<file path="src/rtl/ram_axi_bridge_pkg.sv">
// Shared definitions for the RAM-to-AXI4 single-beat bridge:
// AXI burst and response encodings, the ID width and the FSM state type.
package ram_axi_bridge_pkg;

    localparam int AXI_ID_W = 4;

    localparam logic [1:0] BURST_FIXED = 2'b00;
    localparam logic [1:0] BURST_INCR  = 2'b01;
    localparam logic [1:0] BURST_WRAP  = 2'b10;

    localparam logic [1:0] RESP_OKAY   = 2'b00;
    localparam logic [1:0] RESP_EXOKAY = 2'b01;
    localparam logic [1:0] RESP_SLVERR = 2'b10;
    localparam logic [1:0] RESP_DECERR = 2'b11;

    typedef enum logic [2:0] {
        IDLE    = 3'd0,
        RD_ADDR = 3'd1,
        RD_DATA = 3'd2,
        WR_REQ  = 3'd3,
        WR_RESP = 3'd4,
        DONE    = 3'd5
    } state_t;

endpackage

</file>
<file path="src/rtl/ram_axi_bridge_if.sv">
// AXI4 bus bundle between the bridge (master) and the memory system (slave).
interface ram_axi_bridge_if;
    import ram_axi_bridge_pkg::*;

    logic                aw_valid;
    logic                aw_ready;
    logic [63:0]         aw_addr;
    logic [AXI_ID_W-1:0] aw_id;
    logic [7:0]          aw_len;
    logic [2:0]          aw_size;
    logic [1:0]          aw_burst;

    logic                w_valid;
    logic                w_ready;
    logic [63:0]         w_data;
    logic [7:0]          w_strb;
    logic                w_last;

    logic                b_valid;
    logic                b_ready;
    logic [1:0]          b_resp;
    logic [AXI_ID_W-1:0] b_id;

    logic                ar_valid;
    logic                ar_ready;
    logic [63:0]         ar_addr;
    logic [AXI_ID_W-1:0] ar_id;
    logic [7:0]          ar_len;
    logic [2:0]          ar_size;
    logic [1:0]          ar_burst;

    logic                r_valid;
    logic                r_ready;
    logic [63:0]         r_data;
    logic [1:0]          r_resp;
    logic                r_last;
    logic [AXI_ID_W-1:0] r_id;

    modport master (
        output aw_valid, aw_addr, aw_id, aw_len, aw_size, aw_burst,
        input  aw_ready,
        output w_valid, w_data, w_strb, w_last,
        input  w_ready,
        input  b_valid, b_resp, b_id,
        output b_ready,
        output ar_valid, ar_addr, ar_id, ar_len, ar_size, ar_burst,
        input  ar_ready,
        input  r_valid, r_data, r_resp, r_last, r_id,
        output r_ready
    );

    modport slave (
        input  aw_valid, aw_addr, aw_id, aw_len, aw_size, aw_burst,
        output aw_ready,
        input  w_valid, w_data, w_strb, w_last,
        output w_ready,
        output b_valid, b_resp, b_id,
        input  b_ready,
        input  ar_valid, ar_addr, ar_id, ar_len, ar_size, ar_burst,
        output ar_ready,
        output r_valid, r_data, r_resp, r_last, r_id,
        input  r_ready
    );

endinterface

</file>
<file path="src/rtl/ram_axi_bridge.sv">
// RAM-style request port to AXI4 master bridge, one single-beat transaction
// outstanding at a time. Request fields are latched on acceptance and every
// AXI payload is driven from that copy.
// Optional feature: define RAM_AXI_BRIDGE_RESP_CHECK_EN to flag non-OKAY
// read/write responses on the sticky bus_err_o output.
//
// state   | meaning
// --------+-----------------------------------------------------------
// IDLE    | waiting for cen; latches the request when it arrives
// RD_ADDR | ar_valid held until the read address is accepted
// RD_DATA | r_ready high, waiting for the read beat
// WR_REQ  | aw_valid / w_valid, each dropped after its own handshake
// WR_RESP | b_ready high, waiting for the write response
// DONE    | one-cycle ram_rw_ready_o pulse, then back to IDLE
module ram_axi_bridge
    import ram_axi_bridge_pkg::*;
(
    input  logic                    clk,
    input  logic                    rst_n,

    input  logic                    ram_rw_cen_i,
    input  logic                    ram_rw_wen_i,
    input  logic [63:0]             ram_rw_addr_i,
    input  logic [63:0]             ram_rw_wdata_i,
    input  logic [7:0]              ram_rw_wmask_i,
    input  logic [2:0]              ram_rw_size_i,
    output logic                    ram_rw_ready_o,
    output logic [63:0]             ram_rw_data_o,

    output logic                    bus_err_o,

    ram_axi_bridge_if.master        axi
);

    state_t      r_state;
    logic [63:0] r_addr;
    logic [63:0] r_wdata;
    logic [7:0]  r_wmask;
    logic [2:0]  r_size;
    logic        r_wen;

    logic        r_ar_valid;
    logic        r_r_ready;
    logic        r_aw_valid;
    logic        r_w_valid;
    logic        r_b_ready;
    logic        r_aw_done;
    logic        r_w_done;
    logic        r_rw_ready;
    logic [63:0] r_rdata;

    wire w_ar_hs = r_ar_valid & axi.ar_ready;
    wire w_r_hs  = r_r_ready  & axi.r_valid;
    wire w_aw_hs = r_aw_valid & axi.aw_ready;
    wire w_w_hs  = r_w_valid  & axi.w_ready;
    wire w_b_hs  = r_b_ready  & axi.b_valid;

    // Done-so-far including this cycle, so a same-cycle AW+W finish advances.
    wire w_aw_done_nxt = r_aw_done | w_aw_hs;
    wire w_w_done_nxt  = r_w_done  | w_w_hs;

    assign axi.aw_valid = r_aw_valid;
    assign axi.aw_addr  = r_addr;
    assign axi.aw_id    = AXI_ID_W'(0);
    assign axi.aw_len   = 8'd0;
    assign axi.aw_size  = r_size;
    assign axi.aw_burst = BURST_INCR;

    assign axi.w_valid  = r_w_valid;
    assign axi.w_data   = r_wdata;
    assign axi.w_strb   = r_wmask;
    assign axi.w_last   = 1'b1;

    assign axi.b_ready  = r_b_ready;

    assign axi.ar_valid = r_ar_valid;
    assign axi.ar_addr  = r_addr;
    assign axi.ar_id    = AXI_ID_W'(0);
    assign axi.ar_len   = 8'd0;
    assign axi.ar_size  = r_size;
    assign axi.ar_burst = BURST_INCR;

    assign axi.r_ready  = r_r_ready;

    assign ram_rw_ready_o = r_rw_ready;
    assign ram_rw_data_o  = r_rdata;

    // Transaction FSM with registered handshake outputs and latched request.
    always_ff @(posedge clk) begin
        if (!rst_n) begin
            r_state    <= IDLE;
            r_addr     <= '0;
            r_wdata    <= '0;
            r_wmask    <= '0;
            r_size     <= '0;
            r_wen      <= 1'b0;
            r_ar_valid <= 1'b0;
            r_r_ready  <= 1'b0;
            r_aw_valid <= 1'b0;
            r_w_valid  <= 1'b0;
            r_b_ready  <= 1'b0;
            r_aw_done  <= 1'b0;
            r_w_done   <= 1'b0;
            r_rw_ready <= 1'b0;
            r_rdata    <= '0;
        end else begin
            case (r_state)
                IDLE: begin
                    if (ram_rw_cen_i) begin
                        r_addr  <= ram_rw_addr_i;
                        r_wdata <= ram_rw_wdata_i;
                        r_wmask <= ram_rw_wmask_i;
                        r_size  <= ram_rw_size_i;
                        r_wen   <= ram_rw_wen_i;
                        if (ram_rw_wen_i) begin
                            r_aw_valid <= 1'b1;
                            r_w_valid  <= 1'b1;
                            r_state    <= WR_REQ;
                        end else begin
                            r_ar_valid <= 1'b1;
                            r_state    <= RD_ADDR;
                        end
                    end
                end
                RD_ADDR: begin
                    if (w_ar_hs) begin
                        r_ar_valid <= 1'b0;
                        r_r_ready  <= 1'b1;
                        r_state    <= RD_DATA;
                    end
                end
                RD_DATA: begin
                    if (w_r_hs) begin
                        r_r_ready  <= 1'b0;
                        r_rdata    <= axi.r_data;
                        r_rw_ready <= 1'b1;
                        r_state    <= DONE;
                    end
                end
                WR_REQ: begin
                    if (w_aw_hs) r_aw_valid <= 1'b0;
                    if (w_w_hs)  r_w_valid  <= 1'b0;
                    if (w_aw_done_nxt && w_w_done_nxt) begin
                        r_aw_done <= 1'b0;
                        r_w_done  <= 1'b0;
                        r_b_ready <= 1'b1;
                        r_state   <= WR_RESP;
                    end else begin
                        r_aw_done <= w_aw_done_nxt;
                        r_w_done  <= w_w_done_nxt;
                    end
                end
                WR_RESP: begin
                    if (w_b_hs) begin
                        r_b_ready  <= 1'b0;
                        r_rw_ready <= 1'b1;
                        r_state    <= DONE;
                    end
                end
                DONE: begin
                    r_rw_ready <= 1'b0;
                    r_state    <= IDLE;
                end
                default: r_state <= IDLE;
            endcase
        end
    end

`ifdef RAM_AXI_BRIDGE_RESP_CHECK_EN
    logic r_bus_err;
    wire  w_resp_err = (w_r_hs && (axi.r_resp != RESP_OKAY)) ||
                       (w_b_hs && (axi.b_resp != RESP_OKAY));

    // Sticky error flag; only reset clears it.
    always_ff @(posedge clk) begin
        if (!rst_n)          r_bus_err <= 1'b0;
        else if (w_resp_err) r_bus_err <= 1'b1;
    end

    assign bus_err_o = r_bus_err;

    // IDs/last are fixed for single-beat ID-0 traffic; wen kept for debug visibility.
    wire w_unused = ^{axi.b_id, axi.r_id, axi.r_last, r_wen};
`else
    assign bus_err_o = 1'b0;

    // IDs/last are fixed for single-beat ID-0 traffic; responses are not checked.
    wire w_unused = ^{axi.b_id, axi.r_id, axi.r_last, axi.r_resp, axi.b_resp, r_wen};
`endif

endmodule

</file>
<file path="src/flat_wrapper.sv">
// flat-port wrapper written by rule: the top's interface ports become plain ports
module ram_axi_bridge_flat import ram_axi_bridge_pkg::*;
  (clk, rst_n, ram_rw_cen_i, ram_rw_wen_i, ram_rw_addr_i, ram_rw_wdata_i, ram_rw_wmask_i, ram_rw_size_i, ram_rw_ready_o, ram_rw_data_o, bus_err_o, axi_aw_valid, axi_aw_addr, axi_aw_id, axi_aw_len, axi_aw_size, axi_aw_burst, axi_aw_ready, axi_w_valid, axi_w_data, axi_w_strb, axi_w_last, axi_w_ready, axi_b_valid, axi_b_resp, axi_b_id, axi_b_ready, axi_ar_valid, axi_ar_addr, axi_ar_id, axi_ar_len, axi_ar_size, axi_ar_burst, axi_ar_ready, axi_r_valid, axi_r_data, axi_r_resp, axi_r_last, axi_r_id, axi_r_ready);
  ram_axi_bridge_if axi_i ();
  input  logic clk;
  input  logic rst_n;
  input  logic ram_rw_cen_i;
  input  logic ram_rw_wen_i;
  input  logic [63:0] ram_rw_addr_i;
  input  logic [63:0] ram_rw_wdata_i;
  input  logic [7:0] ram_rw_wmask_i;
  input  logic [2:0] ram_rw_size_i;
  output logic ram_rw_ready_o;
  output logic [63:0] ram_rw_data_o;
  output logic bus_err_o;
  output wire logic [$bits(axi_i.aw_valid)-1:0] axi_aw_valid;
  output wire logic [$bits(axi_i.aw_addr)-1:0] axi_aw_addr;
  output wire logic [$bits(axi_i.aw_id)-1:0] axi_aw_id;
  output wire logic [$bits(axi_i.aw_len)-1:0] axi_aw_len;
  output wire logic [$bits(axi_i.aw_size)-1:0] axi_aw_size;
  output wire logic [$bits(axi_i.aw_burst)-1:0] axi_aw_burst;
  input wire logic [$bits(axi_i.aw_ready)-1:0] axi_aw_ready;
  output wire logic [$bits(axi_i.w_valid)-1:0] axi_w_valid;
  output wire logic [$bits(axi_i.w_data)-1:0] axi_w_data;
  output wire logic [$bits(axi_i.w_strb)-1:0] axi_w_strb;
  output wire logic [$bits(axi_i.w_last)-1:0] axi_w_last;
  input wire logic [$bits(axi_i.w_ready)-1:0] axi_w_ready;
  input wire logic [$bits(axi_i.b_valid)-1:0] axi_b_valid;
  input wire logic [$bits(axi_i.b_resp)-1:0] axi_b_resp;
  input wire logic [$bits(axi_i.b_id)-1:0] axi_b_id;
  output wire logic [$bits(axi_i.b_ready)-1:0] axi_b_ready;
  output wire logic [$bits(axi_i.ar_valid)-1:0] axi_ar_valid;
  output wire logic [$bits(axi_i.ar_addr)-1:0] axi_ar_addr;
  output wire logic [$bits(axi_i.ar_id)-1:0] axi_ar_id;
  output wire logic [$bits(axi_i.ar_len)-1:0] axi_ar_len;
  output wire logic [$bits(axi_i.ar_size)-1:0] axi_ar_size;
  output wire logic [$bits(axi_i.ar_burst)-1:0] axi_ar_burst;
  input wire logic [$bits(axi_i.ar_ready)-1:0] axi_ar_ready;
  input wire logic [$bits(axi_i.r_valid)-1:0] axi_r_valid;
  input wire logic [$bits(axi_i.r_data)-1:0] axi_r_data;
  input wire logic [$bits(axi_i.r_resp)-1:0] axi_r_resp;
  input wire logic [$bits(axi_i.r_last)-1:0] axi_r_last;
  input wire logic [$bits(axi_i.r_id)-1:0] axi_r_id;
  output wire logic [$bits(axi_i.r_ready)-1:0] axi_r_ready;
  assign axi_aw_valid = axi_i.aw_valid;
  assign axi_aw_addr = axi_i.aw_addr;
  assign axi_aw_id = axi_i.aw_id;
  assign axi_aw_len = axi_i.aw_len;
  assign axi_aw_size = axi_i.aw_size;
  assign axi_aw_burst = axi_i.aw_burst;
  assign axi_i.aw_ready = axi_aw_ready;
  assign axi_w_valid = axi_i.w_valid;
  assign axi_w_data = axi_i.w_data;
  assign axi_w_strb = axi_i.w_strb;
  assign axi_w_last = axi_i.w_last;
  assign axi_i.w_ready = axi_w_ready;
  assign axi_i.b_valid = axi_b_valid;
  assign axi_i.b_resp = axi_b_resp;
  assign axi_i.b_id = axi_b_id;
  assign axi_b_ready = axi_i.b_ready;
  assign axi_ar_valid = axi_i.ar_valid;
  assign axi_ar_addr = axi_i.ar_addr;
  assign axi_ar_id = axi_i.ar_id;
  assign axi_ar_len = axi_i.ar_len;
  assign axi_ar_size = axi_i.ar_size;
  assign axi_ar_burst = axi_i.ar_burst;
  assign axi_i.ar_ready = axi_ar_ready;
  assign axi_i.r_valid = axi_r_valid;
  assign axi_i.r_data = axi_r_data;
  assign axi_i.r_resp = axi_r_resp;
  assign axi_i.r_last = axi_r_last;
  assign axi_i.r_id = axi_r_id;
  assign axi_r_ready = axi_i.r_ready;
  ram_axi_bridge u_core (.clk(clk), .rst_n(rst_n), .ram_rw_cen_i(ram_rw_cen_i), .ram_rw_wen_i(ram_rw_wen_i), .ram_rw_addr_i(ram_rw_addr_i), .ram_rw_wdata_i(ram_rw_wdata_i), .ram_rw_wmask_i(ram_rw_wmask_i), .ram_rw_size_i(ram_rw_size_i), .ram_rw_ready_o(ram_rw_ready_o), .ram_rw_data_o(ram_rw_data_o), .bus_err_o(bus_err_o), .axi(axi_i));
endmodule
</file>
<file path="config.mk">
export PLATFORM = sky130hd
export DESIGN_NAME = ram_axi_bridge_flat
export DESIGN_NICKNAME = d
export VERILOG_FILES = /design/src/rtl/ram_axi_bridge_pkg.sv /design/src/rtl/ram_axi_bridge_if.sv /design/src/rtl/ram_axi_bridge.sv /design/src/flat_wrapper.sv
export SDC_FILE = /design/constraint.sdc
export NUM_CORES = 1
export LEC_CHECK = 0
export CAP_MARGIN = 20
export CORE_AREA = 2 2 208 210
export CTS_CLUSTER_DIAMETER = 40
export DETAILED_ROUTE_END_ITERATION = 16
export DIE_AREA = 0 0 210 212
export PLACE_DENSITY_LB_ADDON = 0.1
export SLEW_MARGIN = 20
export SYNTH_ARGS = -nofsm -noshare
export SYNTH_HDL_FRONTEND = slang
export SYNTH_SLANG_ARGS = --single-unit
</file>
<file path="constraint.sdc">
create_clock -name clk -period 4 [get_ports clk]
set_input_delay 0.8 -clock clk [delete_from_list [all_inputs] [get_ports clk]]
set_output_delay 0.8 -clock clk [all_outputs]
set_load 0.01 [all_outputs]
</file>
==> qor.csv <==
metric;value;unit
Most used DFF post-synth;dfxtp_1;
area share of the largest cell type after synthesis;0.517;
final WL;32400;um
final worst-path cycle share;0.587;
Ant. Diodes;0;
fillers;4477;
Slew Limit Headroom;0.471;
Max Fanout on Critical Path;3;
Core Area;42500;sq um
Die H;212;um
Tmin final;2.35;ns
max-slew violations;0;
largest net degree at the start of global routing;81;
share of cells above drive strength 1;0.0608;
CP cell instances;clkdlybuf4s50_1;
Routed WL per cell;15.8;um
CTS clk-pin slew, worst paths;0.05;ns
Tot GR Track Use;0.139;
Top delay family on crit path;buffers and inverters;
area grow syn2layout;75.7;%
I/O Buffers;487;
final setup fails;0;
Overflow after GRT;0;
synth unique cells;32;
H-Tree Depth;2;
DP Wirelength;22400;um
crit path buf inv count;1;
setup TNS;0;ns
WHS Endpoint;u_core.ram_rw_data_o[62];
ranking of synthesized cells by area;dfxtp_1, nand2_1, a21oi_1;
Clock Latency Late Sink;0.54;ns
Seq cells post-synth;214;
CTS tree;built;
final hold vios;0;
min-delay src;u_core.ram_rw_data_o[62];
Post-Syn Instances;1055;
Seq/Total Area, Yosys;0.517;
DRT iter0 DRCs;265;
drt first pass iters;4;
slowest cell on the critical path;clkdlybuf4s50_1;
Num CTS Buffers;47;
most common cell after layout, fill and taps aside;clkdlybuf4s50_1;
first-pass GRT wire length;47600;um
Post CTS Setup Buffer Count;0;
P_leak;5.21;nW
Gates resized, CTS repair;0;
Site Rows;76;
vias in the first global route;7973;
CP Depth;1;
number of max-cap violations;0;
yosys warns;0;
GPL Wtd Cong;0.719;
Power Dens Cells;535;nW/um^2
slew at the pin closest to its max-slew limit;0.794;ns
flop-to-flop setup slack;1.70;ns
status;finished clean;
EDFF count, synth;0;
drt drc;0;
I/O pins;531;
Setup Skew;0.0132;ns
area leader, netlist;dfxtp_1;
vias per inst;3.99;
Max clock buf depth;3;
total power;0.00779;W
VDD IR max;0.268;mV
achievable frequency;426;MHz
initial antenna violation count;0;
Horiz. Die Dim;210;um
Clk Tree Root Cell;clkbuf_16;
cell depth of the worst hold path;2;
FF-to-FF path depth;5;
CP Launch Type;flip-flop;
Critical Path Sink Type;output port;
synthesized cell area;8290;sq um
Final ANT Viol Nets;0;
Mean Syn Cell Area;7.86;sq um
critical path type;flip-flop to output port;
reg2reg end;u_core.axi.ar_size[2];
Initial Utilization;0.195;
die area;44500;sq um
Post-CTS Hold Buffers;0;
CP max stage delay;0.58;ns
Required @ worst endpoint;3.20;ns
crit path DAT;1.55;ns
Total Nets Final;1687;
RSZ-0062 raised after global routing;no;
Vias;8144;
Worst R2R Start;u_core.r_state[0];
worst hold-check path type;flip-flop to flip-flop;
Post-synth ARST share;0;
commonest cells after routing, fill and taps aside;clkdlybuf4s50_1, nand2_1, a21oi_1, dfxtp_1, clkbuf_16;
Clock Sinks;214;
## metal layers
metal	share of wire	global-route usage
met2	0.48	0.234
met5	0	0
met4	0.020	0.0426
met3	0.10	0.0693
met1	0.40	0.153
## registers in the layout (all words and copies together), names as in the netlist
signal / flops
u_core.r_aw_done: 1
u_core.axi.b_ready: 1
u_core.axi.aw_valid: 1
u_core.r_w_done: 1
u_core.ram_rw_data_o: 64
u_core.axi.w_data: 64
u_core.axi.r_ready: 1
u_core.r_state: 3
u_core.axi.w_strb: 8
u_core.axi.ar_addr: 64
u_core.axi.w_valid: 1
u_core.ram_rw_ready_o: 1
u_core.axi.ar_size: 3
u_core.axi.ar_valid: 1
## where the power goes
group / switching (W) / internal (W) / total [W]
registers: 0.000151 / 0.00234 / 0.00249
logic: 0.000753 / 0.000822 / 0.00158
clock network: 0.00119 / 0.00254 / 0.00372
## worst max path at each step
stage	startpoint	to	slack (ns)
after floorplan	ram_rw_cen_i	u_core.axi.ar_addr[40]	2.25
after global placement	ram_rw_cen_i	u_core.axi.ar_addr[21]	1.06
after detailed placement	ram_rw_cen_i	u_core.axi.ar_addr[24]	1.08
after CTS	u_core.axi.ar_addr[36]	axi_aw_addr[36]	1.59
after global routing	u_core.r_state[0]	u_core.axi.ar_addr[12]	1.40
final	u_core.axi.ar_addr[36]	axi_aw_addr[36]	1.65
## cell type report
cell class	count	area, sq um	share of cell area
repair buffers	498	5030	0.346
clock buffers	71	1420	0.0975
flip-flops and latches	214	4280	0.294
clock inverters	13	123	0.00842
well taps	546	683	0.0469
multi-input cells	696	2990	0.206
inverters	5	23.8	0.00163
## cells in the mapped netlist (4+ instances only)
| cell | number |
|---|---|
| inv_1 | 5 |
| buf_6 | 9 |
| o21ai_0 | 4 |
| nand2_1 | 416 |
| clkbuf_1 | 27 |
| buf_2 | 33 |
| buf_4 | 98 |
| dfxtp_1 | 214 |
| a21oi_1 | 214 |
| nor2_1 | 8 |
## cell families after synthesis
logic type	after synthesis	share of synthesized area
other	2	0.000906
AND/OR/NAND/NOR	436	0.203
buffers and inverters	173	0.136
flip-flops	214	0.517
AO/OA/AOI/OAI	230	0.144
## per-stage QoR
step	std cells	worst slack, ns	hold slack (ns)	area [sq um]	util
finish	2043	1.65	0.449	14600	0.343
global route	2043	1.40	0.464	14600	0.343
CTS	2043	1.59	0.452	14600	0.343
detailed placement	1959	1.08	0.445	13000	0.306
global placement	1959	1.06	0.441	13000	0.306
floorplan	1083	2.25	0.452	8390	-
Power figures use the tool's default switching activity.
